[config.mk]
export PLATFORM = sky130hd
export DESIGN_NAME = cpu7_csr_intc_flat
export DESIGN_NICKNAME = d
export VERILOG_FILES = /design/src/rtl/cpu7_csr_intc_if.sv /design/src/rtl/cpu7_csr_intc.sv /design/src/flat_wrapper.sv
export SDC_FILE = /design/constraint.sdc
export NUM_CORES = 1
export LEC_CHECK = 0
export ABC_AREA = 1
export ABC_CLOCK_PERIOD_IN_PS = 1600
export BUFFER_PORTS_ARGS = -buffer_cell sky130_fd_sc_hd__buf_2
export CORE_ASPECT_RATIO = 2
export CORE_MARGIN = 2
export CORE_UTILIZATION = 49
export DETAILED_ROUTE_END_ITERATION = 7
export GPL_TIMING_DRIVEN = 0
export PLACE_DENSITY = 0.8
export SLEW_MARGIN = 40
export SYNTH_ARGS = -nofsm -noshare
export SYNTH_HDL_FRONTEND = slang
export SYNTH_SLANG_ARGS = --single-unit
[constraint.sdc]
create_clock -name clk -period 1.6 [get_ports clk]
set_clock_uncertainty 0.2 [all_clocks]
set_input_delay 0.08 -clock clk [delete_from_list [all_inputs] [get_ports clk]]
set_output_delay 0.08 -clock clk [all_outputs]
set_load 0.005 [all_outputs]
[src/rtl/cpu7_csr_intc_if.sv]
// cpu7_csr_intc_if: CSR read/write port bundle between the _e stage and the CSR file.
`ifndef LSOC1K_CSR_BIT
`define LSOC1K_CSR_BIT 14
`endif

interface cpu7_csr_intc_if #(parameter int GRLEN = 32);
  logic [`LSOC1K_CSR_BIT-1:0] csr_raddr;
  logic [GRLEN-1:0]           csr_rdata;
  logic [`LSOC1K_CSR_BIT-1:0] csr_waddr;
  logic [GRLEN-1:0]           csr_wdata;
  logic                       csr_wen;

  modport master (output csr_raddr, csr_waddr, csr_wdata, csr_wen, input csr_rdata);
  modport slave  (input csr_raddr, csr_waddr, csr_wdata, csr_wen, output csr_rdata);
endinterface

[src/rtl/cpu7_csr_intc.sv]
// cpu7_csr_intc: CRMD/PRMD/ECFG/ESTAT/ERA/EENTRY CSR file with interrupt request
// generation. Countdown timer (TID/TCFG/TVAL/TICLR) is built only when the
// macro CPU7_CSR_TIMER_EN is defined; otherwise those addresses read 0.
`ifndef LSOC1K_CSR_BIT
`define LSOC1K_CSR_BIT 14
`endif

module cpu7_csr_intc #(
  parameter int GRLEN   = 32,
  parameter int NUM_HWI = 8,
  parameter int TIMER_W = 32
) (
  input  logic               clk,
  input  logic               resetn,
  cpu7_csr_intc_if.slave     csr,
  input  logic               ecl_csr_exc_e,
  input  logic [5:0]         ecl_csr_ecode_e,
  input  logic               ecl_csr_ertn_e,
  input  logic [GRLEN-1:0]   ifu_exu_pc_e,
  input  logic [NUM_HWI-1:0] hwi_in,
  output logic [GRLEN-1:0]   csr_eentry,
  output logic [GRLEN-1:0]   csr_era,
  output logic               csr_int_req
);
  localparam int AW = `LSOC1K_CSR_BIT;
  localparam logic [AW-1:0] A_CRMD   = 'h0;
  localparam logic [AW-1:0] A_PRMD   = 'h1;
  localparam logic [AW-1:0] A_ECFG   = 'h4;
  localparam logic [AW-1:0] A_ESTAT  = 'h5;
  localparam logic [AW-1:0] A_ERA    = 'h6;
  localparam logic [AW-1:0] A_EENTRY = 'hc;
`ifdef CPU7_CSR_TIMER_EN
  localparam logic [AW-1:0] A_TID    = 'h40;
  localparam logic [AW-1:0] A_TCFG   = 'h41;
  localparam logic [AW-1:0] A_TVAL   = 'h42;
  localparam logic [AW-1:0] A_TICLR  = 'h44;
`endif

  logic [GRLEN-1:0] wd;
  logic             exc, ertn;
  assign wd   = csr.csr_wdata;
  assign exc  = ecl_csr_exc_e;
  assign ertn = ecl_csr_ertn_e;

  logic w_crmd, w_prmd, w_ecfg, w_estat, w_era, w_eentry;
  assign w_crmd   = csr.csr_wen && csr.csr_waddr == A_CRMD;
  assign w_prmd   = csr.csr_wen && csr.csr_waddr == A_PRMD;
  assign w_ecfg   = csr.csr_wen && csr.csr_waddr == A_ECFG;
  assign w_estat  = csr.csr_wen && csr.csr_waddr == A_ESTAT;
  assign w_era    = csr.csr_wen && csr.csr_waddr == A_ERA;
  assign w_eentry = csr.csr_wen && csr.csr_waddr == A_EENTRY;

  logic [1:0]              plv, pplv, is_sw;
  logic                    ie, pie, ti, int_req_q;
  logic [12:0]             lie, is_v;
  logic [5:0]              ecode;
  logic [GRLEN-1:0]        era, eentry;
  logic [1:0][NUM_HWI-1:0] hwi_sync;

  // CRMD/PRMD: exc saves and clears privilege, ertn restores it; CSR writes yield to both
  always_ff @(posedge clk or negedge resetn)
    if (!resetn) begin
      plv <= '0; ie <= 1'b0; pplv <= '0; pie <= 1'b0;
    end else if (exc) begin
      pplv <= plv; pie <= ie; plv <= '0; ie <= 1'b0;
    end else begin
      if (ertn) begin
        plv <= pplv; ie <= pie;
      end else if (w_crmd) begin
        plv <= wd[1:0]; ie <= wd[2];
      end
      if (w_prmd) begin
        pplv <= wd[1:0]; pie <= wd[2];
      end
    end

  // ERA captures the faulting PC; EENTRY and ECFG are plain RW
  always_ff @(posedge clk or negedge resetn)
    if (!resetn) begin
      era <= '0; eentry <= '0; lie <= '0;
    end else begin
      if (exc)        era <= ifu_exu_pc_e;
      else if (w_era) era <= wd;
      if (w_eentry)   eentry <= wd;
      if (w_ecfg)     lie <= wd[12:0];
    end

  // ESTAT: cause code from ecl, software interrupt bits from CSR writes
  always_ff @(posedge clk or negedge resetn)
    if (!resetn) begin
      ecode <= '0; is_sw <= '0;
    end else begin
      if (exc)     ecode <= ecl_csr_ecode_e;
      if (w_estat) is_sw <= wd[1:0];
    end

  // two-flop synchroniser; stage 1 feeds IS directly
  always_ff @(posedge clk or negedge resetn)
    if (!resetn) hwi_sync <= '0;
    else         hwi_sync <= {hwi_sync[0], hwi_in};

`ifdef CPU7_CSR_TIMER_EN
  logic [GRLEN-1:0]   tid;
  logic               t_en, t_per;
  logic [TIMER_W-3:0] t_init;
  logic [TIMER_W-1:0] tval;
  logic               w_tid, w_tcfg, w_ticlr, t_fire;
  assign w_tid   = csr.csr_wen && csr.csr_waddr == A_TID;
  assign w_tcfg  = csr.csr_wen && csr.csr_waddr == A_TCFG;
  assign w_ticlr = csr.csr_wen && csr.csr_waddr == A_TICLR && wd[0];
  assign t_fire  = t_en && tval == TIMER_W'(1);

  // TID is software scratch/ID
  always_ff @(posedge clk or negedge resetn)
    if (!resetn)    tid <= '0;
    else if (w_tid) tid <= wd;

  // countdown: TCFG write reloads and beats expiry; expiry reloads or stops one-shot
  always_ff @(posedge clk or negedge resetn)
    if (!resetn) begin
      t_en <= 1'b0; t_per <= 1'b0; t_init <= '0; tval <= '0;
    end else if (w_tcfg) begin
      t_en <= wd[0]; t_per <= wd[1]; t_init <= wd[TIMER_W-1:2];
      tval <= {wd[TIMER_W-1:2], 2'b00};
    end else if (t_fire) begin
      if (t_per) tval <= {t_init, 2'b00};
      else begin
        tval <= '0; t_en <= 1'b0;
      end
    end else if (t_en && tval != '0) begin
      tval <= tval - TIMER_W'(1);
    end

  // timer interrupt: expiry set wins over TICLR
  always_ff @(posedge clk or negedge resetn)
    if (!resetn)      ti <= 1'b0;
    else if (t_fire)  ti <= 1'b1;
    else if (w_ticlr) ti <= 1'b0;
`else
  assign ti = 1'b0;
`endif

  // IS assembly: sw[1:0], hw[NUM_HWI+1:2], timer[11]
  always_comb begin
    is_v = '0;
    is_v[1:0] = is_sw;
    is_v[NUM_HWI+1:2] = hwi_sync[1];
    is_v[11] = ti;
  end

  // request is registered and suppressed right after an exception is taken
  always_ff @(posedge clk or negedge resetn)
    if (!resetn) int_req_q <= 1'b0;
    else         int_req_q <= exc ? 1'b0 : (ie && |(is_v & lie));

  // combinational read mux, unmapped addresses read 0
  always_comb begin
    csr.csr_rdata = '0;
    case (csr.csr_raddr)
      A_CRMD:   csr.csr_rdata = GRLEN'({ie, plv});
      A_PRMD:   csr.csr_rdata = GRLEN'({pie, pplv});
      A_ECFG:   csr.csr_rdata = GRLEN'(lie);
      A_ESTAT:  csr.csr_rdata = GRLEN'({ecode, 3'b000, is_v});
      A_ERA:    csr.csr_rdata = era;
      A_EENTRY: csr.csr_rdata = eentry;
`ifdef CPU7_CSR_TIMER_EN
      A_TID:    csr.csr_rdata = tid;
      A_TCFG:   csr.csr_rdata = GRLEN'({t_init, t_per, t_en});
      A_TVAL:   csr.csr_rdata = GRLEN'(tval);
`endif
      default:  csr.csr_rdata = '0;
    endcase
  end

  assign csr_eentry  = eentry;
  assign csr_era     = era;
  assign csr_int_req = int_req_q;
endmodule
[src/flat_wrapper.sv]
// flat-port wrapper written by rule: the top's interface ports become plain ports
module cpu7_csr_intc_flat 
#(
  parameter int GRLEN   = 32,
  parameter int NUM_HWI = 8,
  parameter int TIMER_W = 32
)
  (clk, resetn, ecl_csr_exc_e, ecl_csr_ecode_e, ecl_csr_ertn_e, ifu_exu_pc_e, hwi_in, csr_eentry, csr_era, csr_int_req, csr_csr_raddr, csr_csr_waddr, csr_csr_wdata, csr_csr_wen, csr_csr_rdata);
  cpu7_csr_intc_if #(.GRLEN(GRLEN)) csr_i ();
  input  logic clk;
  input  logic resetn;
  input  logic ecl_csr_exc_e;
  input  logic [5:0] ecl_csr_ecode_e;
  input  logic ecl_csr_ertn_e;
  input  logic [GRLEN-1:0] ifu_exu_pc_e;
  input  logic [NUM_HWI-1:0] hwi_in;
  output logic [GRLEN-1:0] csr_eentry;
  output logic [GRLEN-1:0] csr_era;
  output logic csr_int_req;
  input wire logic [$bits(csr_i.csr_raddr)-1:0] csr_csr_raddr;
  input wire logic [$bits(csr_i.csr_waddr)-1:0] csr_csr_waddr;
  input wire logic [$bits(csr_i.csr_wdata)-1:0] csr_csr_wdata;
  input wire logic [$bits(csr_i.csr_wen)-1:0] csr_csr_wen;
  output wire logic [$bits(csr_i.csr_rdata)-1:0] csr_csr_rdata;
  assign csr_i.csr_raddr = csr_csr_raddr;
  assign csr_i.csr_waddr = csr_csr_waddr;
  assign csr_i.csr_wdata = csr_csr_wdata;
  assign csr_i.csr_wen = csr_csr_wen;
  assign csr_csr_rdata = csr_i.csr_rdata;
  cpu7_csr_intc #(.GRLEN(GRLEN), .NUM_HWI(NUM_HWI), .TIMER_W(TIMER_W)) u_core (.clk(clk), .resetn(resetn), .csr(csr_i), .ecl_csr_exc_e(ecl_csr_exc_e), .ecl_csr_ecode_e(ecl_csr_ecode_e), .ecl_csr_ertn_e(ecl_csr_ertn_e), .ifu_exu_pc_e(ifu_exu_pc_e), .hwi_in(hwi_in), .csr_eentry(csr_eentry), .csr_era(csr_era), .csr_int_req(csr_int_req));
endmodule
==> flow_summary.toml <==
[die]
dieArea_sq_um = 11900
start_util_pct = 50.0
io-pin-count = 208
coreArea_sq_um = 10800
fp.dieW_um = 78.3
row_count = 54
fp.dieH_um = 153

[clocking]
clkTransAtPathRegs_ns = 0.07
cts_tree = "built"
clock_latency_ns = 0.35
htreeDepth = 3
cts.sinks = 108
clockRootBuffer = "clkbuf_16"
cts_made_buffers = 9
cts.path.max_buffers = 2

[critical_path]
cp.arrival_ns = 1.30
reg2reg_depth = 3
endpoint_kind = "output port"
reg2reg_slack_ns = 0.15
crit_path_cell_trace = "buf_6, or2_4, nor2_4, nand2_2, inv_4, buf_12, nand2_1, nand2_1, inv_1, nand2_1, buf_2"
crit_start = "csr_csr_raddr[8]"
slowest_delay_ns = 0.25
required_ns = 1.32
reg2reg_from = "u_core.ie"
crit_fanout = 7
setup.worst_path.start_class = "input pin"
timing.rr.end = "u_core.ie"
cpMaxStageDelayCell = "or2_4"
path_class = "input pin to output port"
worst_path_most_repeated_cell = "nand2_1"

[hold_path]
worstHoldStart = "ecl_csr_exc_e"
whs_endpoint = "u_core.plv[0]"
min_path_type = "input pin to register"
hold_depth = 4

[global_routing]
first_global_vias = 6179
grt_max_degree = 63
antenna_found_initial = 1
grt_usage_pct = 31.4
grt_pass1_wl_um = 29500
grt_overflow_total = 0

[sta]
tightest_slew_ns = 0.559
setup_viol = 0
post-route-period-util_pct = 98.5
slew_headroom_pct = 62.7
layout_setup_ws_ns = 0.0235
fin_setup_tns_ns = 0
fin_hold_ws_ns = -0.0713
drv_slew = 0
rsz0062_at_grt = "true"
hold_violations = 2
fmax_mhz = 634
finalCriticalPeriod_ns = 1.58

[detailed_routing]
remaining_drc_errors = 0
wl_um = 18700
routed.top_layer = "met4"
wl_met2_um = 9820
final_antenna_net_count = 0
met1_length_um = 6650
wl_met3_um = 1180
dr.pass1.iters = 5
avgRoutedWirePerCell_um = 15.6
via_per_inst = 5.20
vias = 6232
dr.first_iter.drc_count = 559

[placed_design]
place_area_sq_um = 6650
place.gp.congestion = 0.889
io_buffers = 206
hpwl_um = 12700
pre_cts_ws_ns = -0.0704

[yosys]
synth_top_cell_by_area = "dfrtp_1"
yosysSeqAreaShare_pct = 50.0
avgSynthCellArea_sq_um = 7.29
syn_nets = 852
synth.distinct_cells = 25
synth_seq_cells = 108
synth_cells = 741
synth.area.top_cells = "dfrtp_1, nand2_1, nand3_1, o21ai_0, inv_1"
yosys.area.top_type_share_pct = 50.0
syn_area_sq_um = 5400
yosys_warnings = 0

[finish]
drive_above_1_share_pct = 26.8
design_area_sq_um = 7970
final_common_cell = "nand2_1"
seq_area_sq_um = 2700
multiInputGateArea_sq_um = 2330
nets = 1163
layout_common_cells = "nand2_1, buf_2, dfrtp_1"
fillers = 855
area_growth_pct = 47.5

[pwr]
cellPowerDensity_nw_per_um2 = 737
ir_drop_uv = 600
leakage_nw = 4.43

[status]
failed_checks = "hold timing"
status = "complete, but fails checks"

[flow_run]
drv_cap = 0
[cell usage after synthesis]
master    count
a31oi_1       1
clkbuf_1     10
nor2_2        2
o21ai_1      32
nor2_4        2
or2_1         1
nand3_1      80
inv_1        58
a211oi_1      3
clkinv_1      1
nand4_1       2
o21ai_0      46
nor2_1       30
buf_1         1
dfrtp_1     108
and2_2        1
buf_6         2
buf_4         2
buf_2        21
nor3_4        1
or2_2         1
nand2_2       5
inv_2         3
nor3_2        1
nand2_1     327
[per-stage QoR]
stage	total power, mW	cells	utilization, %
2_1_floorplan	3.27	741	-
3_3_place_gp	3.64	1087	61.1
3_5_place_dp	3.67	1088	61.5
4_1_cts	5.86	1192	72.3
5_1_grt	6.10	1198	73.8
6_report	5.88	1198	73.8
[area by class of cell]
class / count / area share, %
well taps: 140 / 2.20
plain buffers: 36 / 2.68
multi-input cells: 535 / 29.2
clock inverters: 5 / 0.471
diodes: 1 / 0.0314
repair buffers: 300 / 25.6
clock buffers: 11 / 2.92
flip-flops and latches: 108 / 33.9
inverters: 62 / 2.97
[registers in the layout (all words and copies together), names as in the netlist]
signal / count
u_core.csr_era: 32
u_core.ecode: 6
u_core.is_sw: 2
u_core.pplv: 2
u_core.csr_int_req: 1
u_core.csr_eentry: 32
u_core.ie: 1
u_core.pie: 1
u_core.plv: 2
u_core.hwi_sync: 16
u_core.lie: 13
[cell families (layout without fill, tap and decap cells)]
| group | Yosys count | count (layout) | share of synthesized area (%) |
|---|---|---|---|
| buffers and inverters | 98 | 414 | 7.71 |
| DFF | 108 | 108 | 50.0 |
| and+or+nand+nor | 453 | 453 | 34.5 |
| other | 0 | 1 | 0 |
| AOI/OAI and AO/OA | 82 | 82 | 7.76 |
[report_power, final]
group / internal, mW / switching, mW / total (mW)
logic: 0.424 / 0.412 / 0.836
registers: 2.86 / 0.116 / 2.98
clock network: 1.06 / 0.997 / 2.06
[worst max-delay path: cells and delay by family]
| family | cells | cell delay [ns] |
|---|---|---|
| buffers and inverters | 5 | 0.49 |
| and+or+nand+nor | 6 | 0.72 |
[worst max-delay path by stage]
stage                                to  slack, ns  cells past startpoint
floorplan             csr_csr_rdata[22]       0.37                      8
global route          csr_csr_rdata[16]      -0.06                     10
detailed placement    csr_csr_rdata[16]      -0.07                     10
CTS                   csr_csr_rdata[16]      -0.02                      9
finish                 csr_csr_rdata[9]       0.02                     11
global placement    u_core.hwi_sync[12]      -0.94                      1
[repair_timing]
| action | CTS | global route |
|---|---|---|
| cloned | 0 | 2 |
| hold buffers | 88 | 1 |
| buffers inserted | 0 | 3 |
| gates resized for setup | 5 | 27 |
| setup endpoints to repair | 25 | 34 |
| pin swaps | 1 | 12 |
| endpoints found under the hold margin | 207 | 2 |
[routing by layer]
metal,track usage (%),up-vias
met4,18.2,0
li1,-,2940
met2,56.1,316
met1,34.0,2899
met5,0,-
met3,5.51,77
Note: power is estimated with default switching activity, not from simulation.
